## src/rtl/uart_imem_loader.sv

```systemverilog
// Boot loader: assembles UART bytes little-endian into words, writes them to
// consecutive instruction-memory addresses and holds the core until a terminator run.
module uart_imem_loader #(
    parameter int                WORD_W         = 32,
    parameter int                DEPTH          = 64,
    parameter int                ADDR_W         = 6,
    parameter logic [WORD_W-1:0] TERM_WORD      = {WORD_W{1'b1}},
    parameter int                TERM_COUNT     = 2,
    parameter int                TIMEOUT_CYCLES = 1000000
) (
    input  logic              clk,
    input  logic              rst,
    input  logic              load_en,
    input  logic              rx_valid,
    input  logic [7:0]        rx_data,
    input  logic              rx_break,
    output logic              mem_we,
    output logic [ADDR_W-1:0] mem_addr,
    output logic [WORD_W-1:0] mem_wdata,
    output logic [ADDR_W:0]   words_loaded,
    output logic              write_done,
    output logic              err_timeout,
    output logic              err_overflow,
    output logic              cpu_hold
);

    localparam int LANES = WORD_W / 8;
    localparam int IDX_W = (LANES > 1) ? $clog2(LANES) : 1;
    localparam int RUN_W = $clog2(TERM_COUNT + 1);
    localparam int TO_W  = $clog2(TIMEOUT_CYCLES + 1);
    localparam int CNT_W = ADDR_W + 2;

    typedef enum logic [1:0] {
        S_LOAD,
        S_DONE,
        S_ERROR
    } state_t;

    state_t            state, state_nxt;
    logic [IDX_W-1:0]  idx;
    logic [WORD_W-1:0] word_buf;
    logic [WORD_W-1:0] word_full;
    logic [RUN_W-1:0]  term_run;
    logic [TO_W-1:0]   to_cnt;
    logic [ADDR_W-1:0] wr_addr;

    logic accept, last_byte, full, word_done, write_ok, overflow, term_hit, timeout_hit;

    assign accept    = rx_valid && load_en && !rx_break && (state == S_LOAD);
    assign last_byte = (idx == IDX_W'(LANES - 1));
    // A write still in flight counts against capacity before words_loaded catches up.
    assign full      = (CNT_W'(words_loaded) + CNT_W'(mem_we)) >= CNT_W'(DEPTH);
    assign word_done = accept && last_byte;
    assign overflow  = word_done && full;
    assign write_ok  = word_done && !full;
    assign term_hit  = mem_we && (mem_wdata == TERM_WORD) &&
                       (term_run == RUN_W'(TERM_COUNT - 1));
    assign timeout_hit = (state == S_LOAD) && load_en && (idx != '0) && !accept &&
                         (to_cnt == TO_W'(TIMEOUT_CYCLES - 1));

    assign write_done = (state == S_DONE);
    assign cpu_hold   = (state != S_DONE);

    always_comb begin
        word_full = word_buf;
        word_full[int'(idx)*8 +: 8] = rx_data;
    end

    always_comb begin
        // NOTE: default first so every path assigns state_nxt and no latch is inferred.
        state_nxt = state;
        if (rx_break) begin
            state_nxt = S_LOAD;
        end else begin
            case (state)
                S_LOAD: begin
                    if (overflow)      state_nxt = S_ERROR;
                    else if (term_hit) state_nxt = S_DONE;
                end
                default: state_nxt = state;
            endcase
        end
    end

    always_ff @(posedge clk) begin
        // NOTE: non-blocking assignments so every register samples pre-edge values.
        if (rst) state <= S_LOAD;
        else     state <= state_nxt;
    end

    always_ff @(posedge clk) begin
        if (rst) begin
            idx          <= '0;
            word_buf     <= '0;
            term_run     <= '0;
            to_cnt       <= '0;
            wr_addr      <= '0;
            words_loaded <= '0;
            mem_we       <= 1'b0;
            mem_addr     <= '0;
            mem_wdata    <= '0;
            err_timeout  <= 1'b0;
            err_overflow <= 1'b0;
        end else if (rx_break) begin
            idx          <= '0;
            word_buf     <= '0;
            term_run     <= '0;
            to_cnt       <= '0;
            wr_addr      <= '0;
            words_loaded <= '0;
            mem_we       <= 1'b0;
            err_timeout  <= 1'b0;
            err_overflow <= 1'b0;
        end else begin
            mem_we <= write_ok;
            if (write_ok) begin
                mem_wdata <= word_full;
                mem_addr  <= mem_we ? wr_addr + 1'b1 : wr_addr;
            end

            if (mem_we) begin
                wr_addr      <= wr_addr + 1'b1;
                words_loaded <= words_loaded + 1'b1;
                term_run     <= (mem_wdata == TERM_WORD) ? term_run + 1'b1 : '0;
            end

            // Partial-word watchdog: only ticks while a word is half assembled.
            if (accept) begin
                word_buf[int'(idx)*8 +: 8] <= rx_data;
                idx    <= last_byte ? '0 : idx + 1'b1;
                to_cnt <= '0;
            end else if (timeout_hit) begin
                idx         <= '0;
                to_cnt      <= '0;
                err_timeout <= 1'b1;
            end else if ((state == S_LOAD) && load_en && (idx != '0)) begin
                to_cnt <= to_cnt + 1'b1;
            end

            if (overflow) err_overflow <= 1'b1;
        end
    end

endmodule
```

## config.mk

```make
export PLATFORM = sky130hd
export DESIGN_NAME = uart_imem_loader
export DESIGN_NICKNAME = d
export VERILOG_FILES = /design/src/rtl/uart_imem_loader.sv
export SDC_FILE = /design/constraint.sdc
export NUM_CORES = 1
export LEC_CHECK = 0
export CORE_AREA = 2 2 101 103
export DETAILED_ROUTE_END_ITERATION = 7
export DIE_AREA = 0 0 103 105
export GPL_TIMING_DRIVEN = 0
export PLACE_DENSITY = 0.72
export SETUP_SLACK_MARGIN = 0.1
export SLEW_MARGIN = 40
export SYNTH_ARGS = -nofsm -noshare
export SYNTH_HDL_FRONTEND = slang
export SYNTH_SLANG_ARGS = --single-unit
```

## constraint.sdc

```tcl
create_clock -name clk -period 6.9 [get_ports clk]
set_input_delay 1.035 -clock clk [delete_from_list [all_inputs] [get_ports clk]]
set_output_delay 1.035 -clock clk [all_outputs]
set_load 0.005 [all_outputs]
```

**Word level (Yosys, flattened, before mapping)**

Index checks and enable logic that the tools add are counted.

- Add/subtract/negate cells: 7
- Magnitude comparators: 1
- Equal/unequal tests: 6
- Shift-type cells: 2
- Muxes and demuxes: 8
- Bitwise logic cells: 2
- Reductions and logical operators: 24

Operators with widths:

| kind | count |
|---|---|
| $neg 5->33 | 1 |
| $shift 8x33->32 const A | 1 |
| $shiftx 8x33->32 | 1 |
| $bwmux 32 | 1 |
| $eq 32x32->1 const B | 1 |
| $add 20x1->20 const B | 1 |
| $eq 20x20->1 const B | 1 |
| $logic_and 1x1->1 | 12 |
| $mux 2 | 6 |
| $add 7x1->8 | 1 |
| $ge 8x7->1 const B | 1 |
| $add 7x1->7 const B | 1 |
| $add 6x1->6 const B | 1 |
| $mux 6 | 1 |
| $reduce_and 2->1 | 3 |
| $reduce_bool 2->1 | 3 |
| $add 2x1->2 const B | 2 |
| $eq 2x1->1 const B | 2 |
| $reduce_or 4->1 | 1 |
| $logic_not 1->1 | 3 |
| $eq 2x2->1 const B | 1 |
| $logic_not 2->1 | 1 |
| $ne 2x1->1 const B | 1 |
| $not 1->1 | 2 |
| $reduce_or 2->1 | 1 |

- Bits in registers: 112
- Bits of input ports: 13
- Output and inout port bits: 50
- Logic and storage cells: 62

**Logic depth before layout (Yosys ltp)**

- Word-level depth: 8
- Gate-level depth with buffers: 8
- Mapped depth without buffers: 7

**Worst setup path after synthesis**

Ideal clock, no wire load.

- Kind: input to register
- From: in load_en
- To: reg to_cnt[19]
- Library setup time: 66 ps
- Data arrival time: 2,612 ps
- Required time: 6,834 ps
- Slack: 4,222 ps
- Stages on the path: 5
- Path buffers: 0
- Cells stage by stage: nor4b_4 > nand4_4 > or4_1 > or3_1 > a21oi_2

- Word-level cells in the longest chain between the ends: 7
- Elaborated cells between the ends (all ways): 9
- Classes of those cells: reduce/logical: 9

RTL lines:

| item | RTL line | RTL |
|---|---|---|
| from (decl) | 13 | `input logic load_en,` |
| $logic_and 1x1->1 (3 in series) | 49 | `assign accept = rx_valid && load_en && !rx_break && (state == S_LOAD);` |
| $logic_not 1->1 | 58 | `assign timeout_hit = (state == S_LOAD) && load_en && (idx != '0) && !accept &&` |
| $logic_and 1x1->1 (2 in series) | 58 |  |
| $reduce_or 4->1 (no source line) | n/a |  |
| to (signal assigned) | 137 | `to_cnt <= to_cnt + 1'b1;` |
| to (decl) | 44 | `logic [TO_W-1:0] to_cnt;` |

Several ways; a longest one is shown, not always the timed one.
A chain may end at the register's enable or synchronous reset.

**Worst setup path in the final report**

- From: in load_en
- To: reg mem_wdata[20]

- Word-level cells in the longest chain between the ends: 6

RTL lines:

| item | RTL line | RTL |
|---|---|---|
| $logic_and 1x1->1 (3 in series) | 49 |  |
| $logic_and 1x1->1 | 53 | `assign word_done = accept && last_byte;` |
| $logic_and 1x1->1 | 55 | `assign write_ok = word_done && !full;` |
| $reduce_and 2->1 (no source line) | n/a |  |
| to (signal assigned) | 117 | `mem_wdata <= word_full;` |
| to (decl) | 19 | `output logic [WORD_W-1:0] mem_wdata,` |

No other way between the ends.

==> impl_metrics.env <==
export IMPL_antenna_found_initial=0
export IMPL_drtIter0Drc=184
export IMPL_regToRegSetupSlack_ns=3.97
export IMPL_num_vias=4102
export IMPL_wire_per_inst_um=15.73
export IMPL_synth_cell_types=40
export IMPL_cp_end_kind="flop"
export IMPL_post_cts_resized=0
export IMPL_rsz0062_at_grt="false"
export IMPL_cap_viol_max_count=0
export IMPL_crit_chain="clkdlybuf4s50_1 > and4bb_2 > nand3b_1 > a21oi_1 > clkbuf_1 > buf_1 > a211oi_1"
export IMPL_cts_hold_buf=0
export IMPL_synth_top_area_share_pct=47.22
export IMPL_place_congestion=0.8357
export IMPL_syn_inst=540
export IMPL_hold_viol=0
export IMPL_path_clk_slew_ns=0.10
export IMPL_wl_mm=11.80
export IMPL_synth_avg_cell_area_um2=8.793
export IMPL_synth_compound_area_share_pct=15.97
export IMPL_ioPinCount=63
export IMPL_die_h_um=105
export IMPL_syn_to_final_growth_pct=21.53
export IMPL_layout_commonest_cell="nor2_1"
export IMPL_combPwrFrac_pct=5.2
export IMPL_slew_headroom_pct=46.14
export IMPL_p_sw_uw=254.3
export IMPL_ys_seq_area_share_pct=47.22
export IMPL_powerDensity_mw_per_mm2=204.0
export IMPL_leakagePower_uw=0.001854
export IMPL_setup_violations=0
export IMPL_synth_edf_count=0
export IMPL_grt_max_degree=17
export IMPL_ff2ff_path_depth=8
export IMPL_fin_worst_skew_ns=0.008526
export IMPL_drc=0
export IMPL_layout_common_cells="nor2_1, dfxtp_1, a211oi_1"
export IMPL_portBuffers=62
export IMPL_min_to="err_overflow"
export IMPL_gr_total_overflow=0
export IMPL_fillers=879
export IMPL_final_max_slew_viol_count=0
export IMPL_min_period_ns=3.134
export IMPL_syn_nets=565
export IMPL_synth_largest_area_cell="dfxtp_1"
export IMPL_vdd_ir_drop_max_mv=0.1010
export IMPL_fp_row_count=36
export IMPL_finish_utilization_pct=59.87
export IMPL_drtAntennaViolNets=0
export IMPL_synth_seq_cells=112
export IMPL_timing_final_crit_share_pct=45.43
export IMPL_htreeDepth=3
export IMPL_worstSetupPathType="input port to flop"
export IMPL_layout_drive_gt1_share_pct=3.566
export IMPL_clk_latency_ns=0.36
export IMPL_regArea_mm2=0.002242
export IMPL_p_seq_share_pct=55.6
export IMPL_die_w_um=103
export IMPL_grt_pass1_wl_mm=19.80
export IMPL_yosys_warnings=0
export IMPL_async_flop_share_pct=0
export IMPL_max_stage_delay_ns=0.53
export IMPL_synth_xor_area_share_pct=5.165
export IMPL_worstPathArrival_ns=3.36
export IMPL_crit_fanout=10
export IMPL_cts_buffers=9
export IMPL_cts_setup_buffers=0
export IMPL_synthFlopType="dfxtp_1"
export IMPL_outcome="complete, no violations"
export IMPL_r2r_start="idx[0]"
export IMPL_antenna_cells=0
export IMPL_dieArea_mm2=0.01082
export IMPL_vias_per_cell=5.469
export IMPL_hold_start="err_overflow"
export IMPL_timing_rr_end="to_cnt[6]"
export IMPL_pwr_share_clk_pct=39.2
export IMPL_worst_hold_slack_ns=0.4881
export IMPL_cts_tree="done"
export IMPL_start_util_pct=49.26
export IMPL_clock_path_buffers=2
export IMPL_hp_class="flop to flop"
export IMPL_grt_pass1_vias=3991
export IMPL_holdPathStages=2
export IMPL_hpwl_mm=8.483
export IMPL_crit_path_start_kind="input port"
export IMPL_switching_share_pct=21.60
export IMPL_cts_sinks=112
export IMPL_finalPower_uw=1177
export IMPL_finalSetupTns_ns=0
export IMPL_required_ns=7.12
export IMPL_synth_top_family_by_area="simple AND/OR/NAND/NOR gates"
export IMPL_synthTopCellsByArea="dfxtp_1, a211oi_1, nor2_1, nor2b_1, a21oi_1"
export IMPL_multi_input_area_mm2=0.002356
export IMPL_synthesis_area_mm2=0.004748
export IMPL_worstSetupStartpoint="load_en"
export IMPL_first_pass_iters=5
export IMPL_synthSimpleGateAreaFrac_pct=24.69
export IMPL_p_int_uw=922.9
export IMPL_cp_slowest_cell="buf_1"
export IMPL_finalNetCount=638
export IMPL_cts_root_buffer="clkbuf_8"
export IMPL_core_area_mm2=0.009639
export IMPL_track_usage_pct=22.84
export IMPL_synth_adder_area_share_pct=3.162
export IMPL_worstMarginPinSlew_ns=0.8058
export IMPL_max_freq_ghz=0.3190
export IMPL_synthMuxAreaShare_pct=0.6324
## power by group through the flow
| stage | Clock, uW | Sequential (uW) | Combinational [uW] |
|---|---|---|---|
| 2_1_floorplan | 0 | 669 | 36.5 |
| 3_3_place_gp | 0 | 669 | 58.8 |
| 3_5_place_dp | 0 | 670 | 60.1 |
| 4_1_cts | 469 | 655 | 60.3 |
| 5_1_grt | 493 | 656 | 67.6 |
| 6_report | 461 | 655 | 61.1 |
## per-stage QoR
step | cell area [um^2] | instances | worst slack, ns
detailed placement | 5535 | 735 | 3.379
floorplan | 4748 | 540 | 4.222
global route | 5771 | 750 | 3.593
finish | 5771 | 750 | 3.766
global placement | 5535 | 735 | 3.413
CTS | 5771 | 750 | 3.766
## worst max-delay path: cells and delay by family
kind,cells,cell delay [ns]
buffers and inverters,3,1.42
AND/OR/NAND/NOR,2,0.37
AO/OA/AOI/OAI,2,0.52
## registers in the layout (all words and copies together) (netlist names)
register      flops
mem_we            1
idx               2
mem_wdata        32
err_overflow      1
word_buf         32
to_cnt           20
mem_addr          6
wr_addr           6
term_run          2
state             2
err_timeout       1
words_loaded      7
## area by class of cell
type	instances	share of cell area [%]
plain buffers	31	2.147
clock buffers	12	2.515
clock inverters	3	1.561
inverters	7	0.4553
multi-input cells	390	40.83
flip-flops and latches	112	38.86
well taps	133	2.884
repair buffers	62	10.75
## metal layers
| layer | vias up | track usage [%] | wire length [um] |
|---|---|---|---|
| met5 | - | 0 | 0 |
| met4 | 0 | 5.075 | 161 |
| met3 | 16 | 5.151 | 674 |
| met2 | 127 | 37.01 | 5641 |
| met1 | 1916 | 30.88 | 5318 |
| li1 | 2043 | - | - |
## cell usage after synthesis, drive strengths merged, types with 2 or more instances
master  number
nor2       119
dfxtp      112
a211oi      70
a21oi       37
nor2b       32
clkbuf      22
nand2       18
xnor2       17
nand4       16
nand3       15
ha          12
xor2        11
buf          9
nor4         8
inv          7
o21ai        4
and2         3
mux2i        3
nor3         3
and4         2
nand3b       2
nor4b        2
nor4bb       2
or3          2
or4          2
## worst max-delay path by stage
stage / slack [ns] / endpoint
global route: 3.59 / mem_wdata[16]
detailed placement: 3.38 / mem_wdata[20]
finish: 3.77 / mem_wdata[20]
global placement: 3.41 / mem_wdata[16]
floorplan: 4.22 / to_cnt[19]
CTS: 3.77 / mem_wdata[20]
## cell families after synthesis
group,after synthesis
xor+xnor,28
compound gates,114
mux,3
buf+inv,38
flops,112
fa+ha+maj,12
simple gates,233
Power figures use the tool's default switching activity.
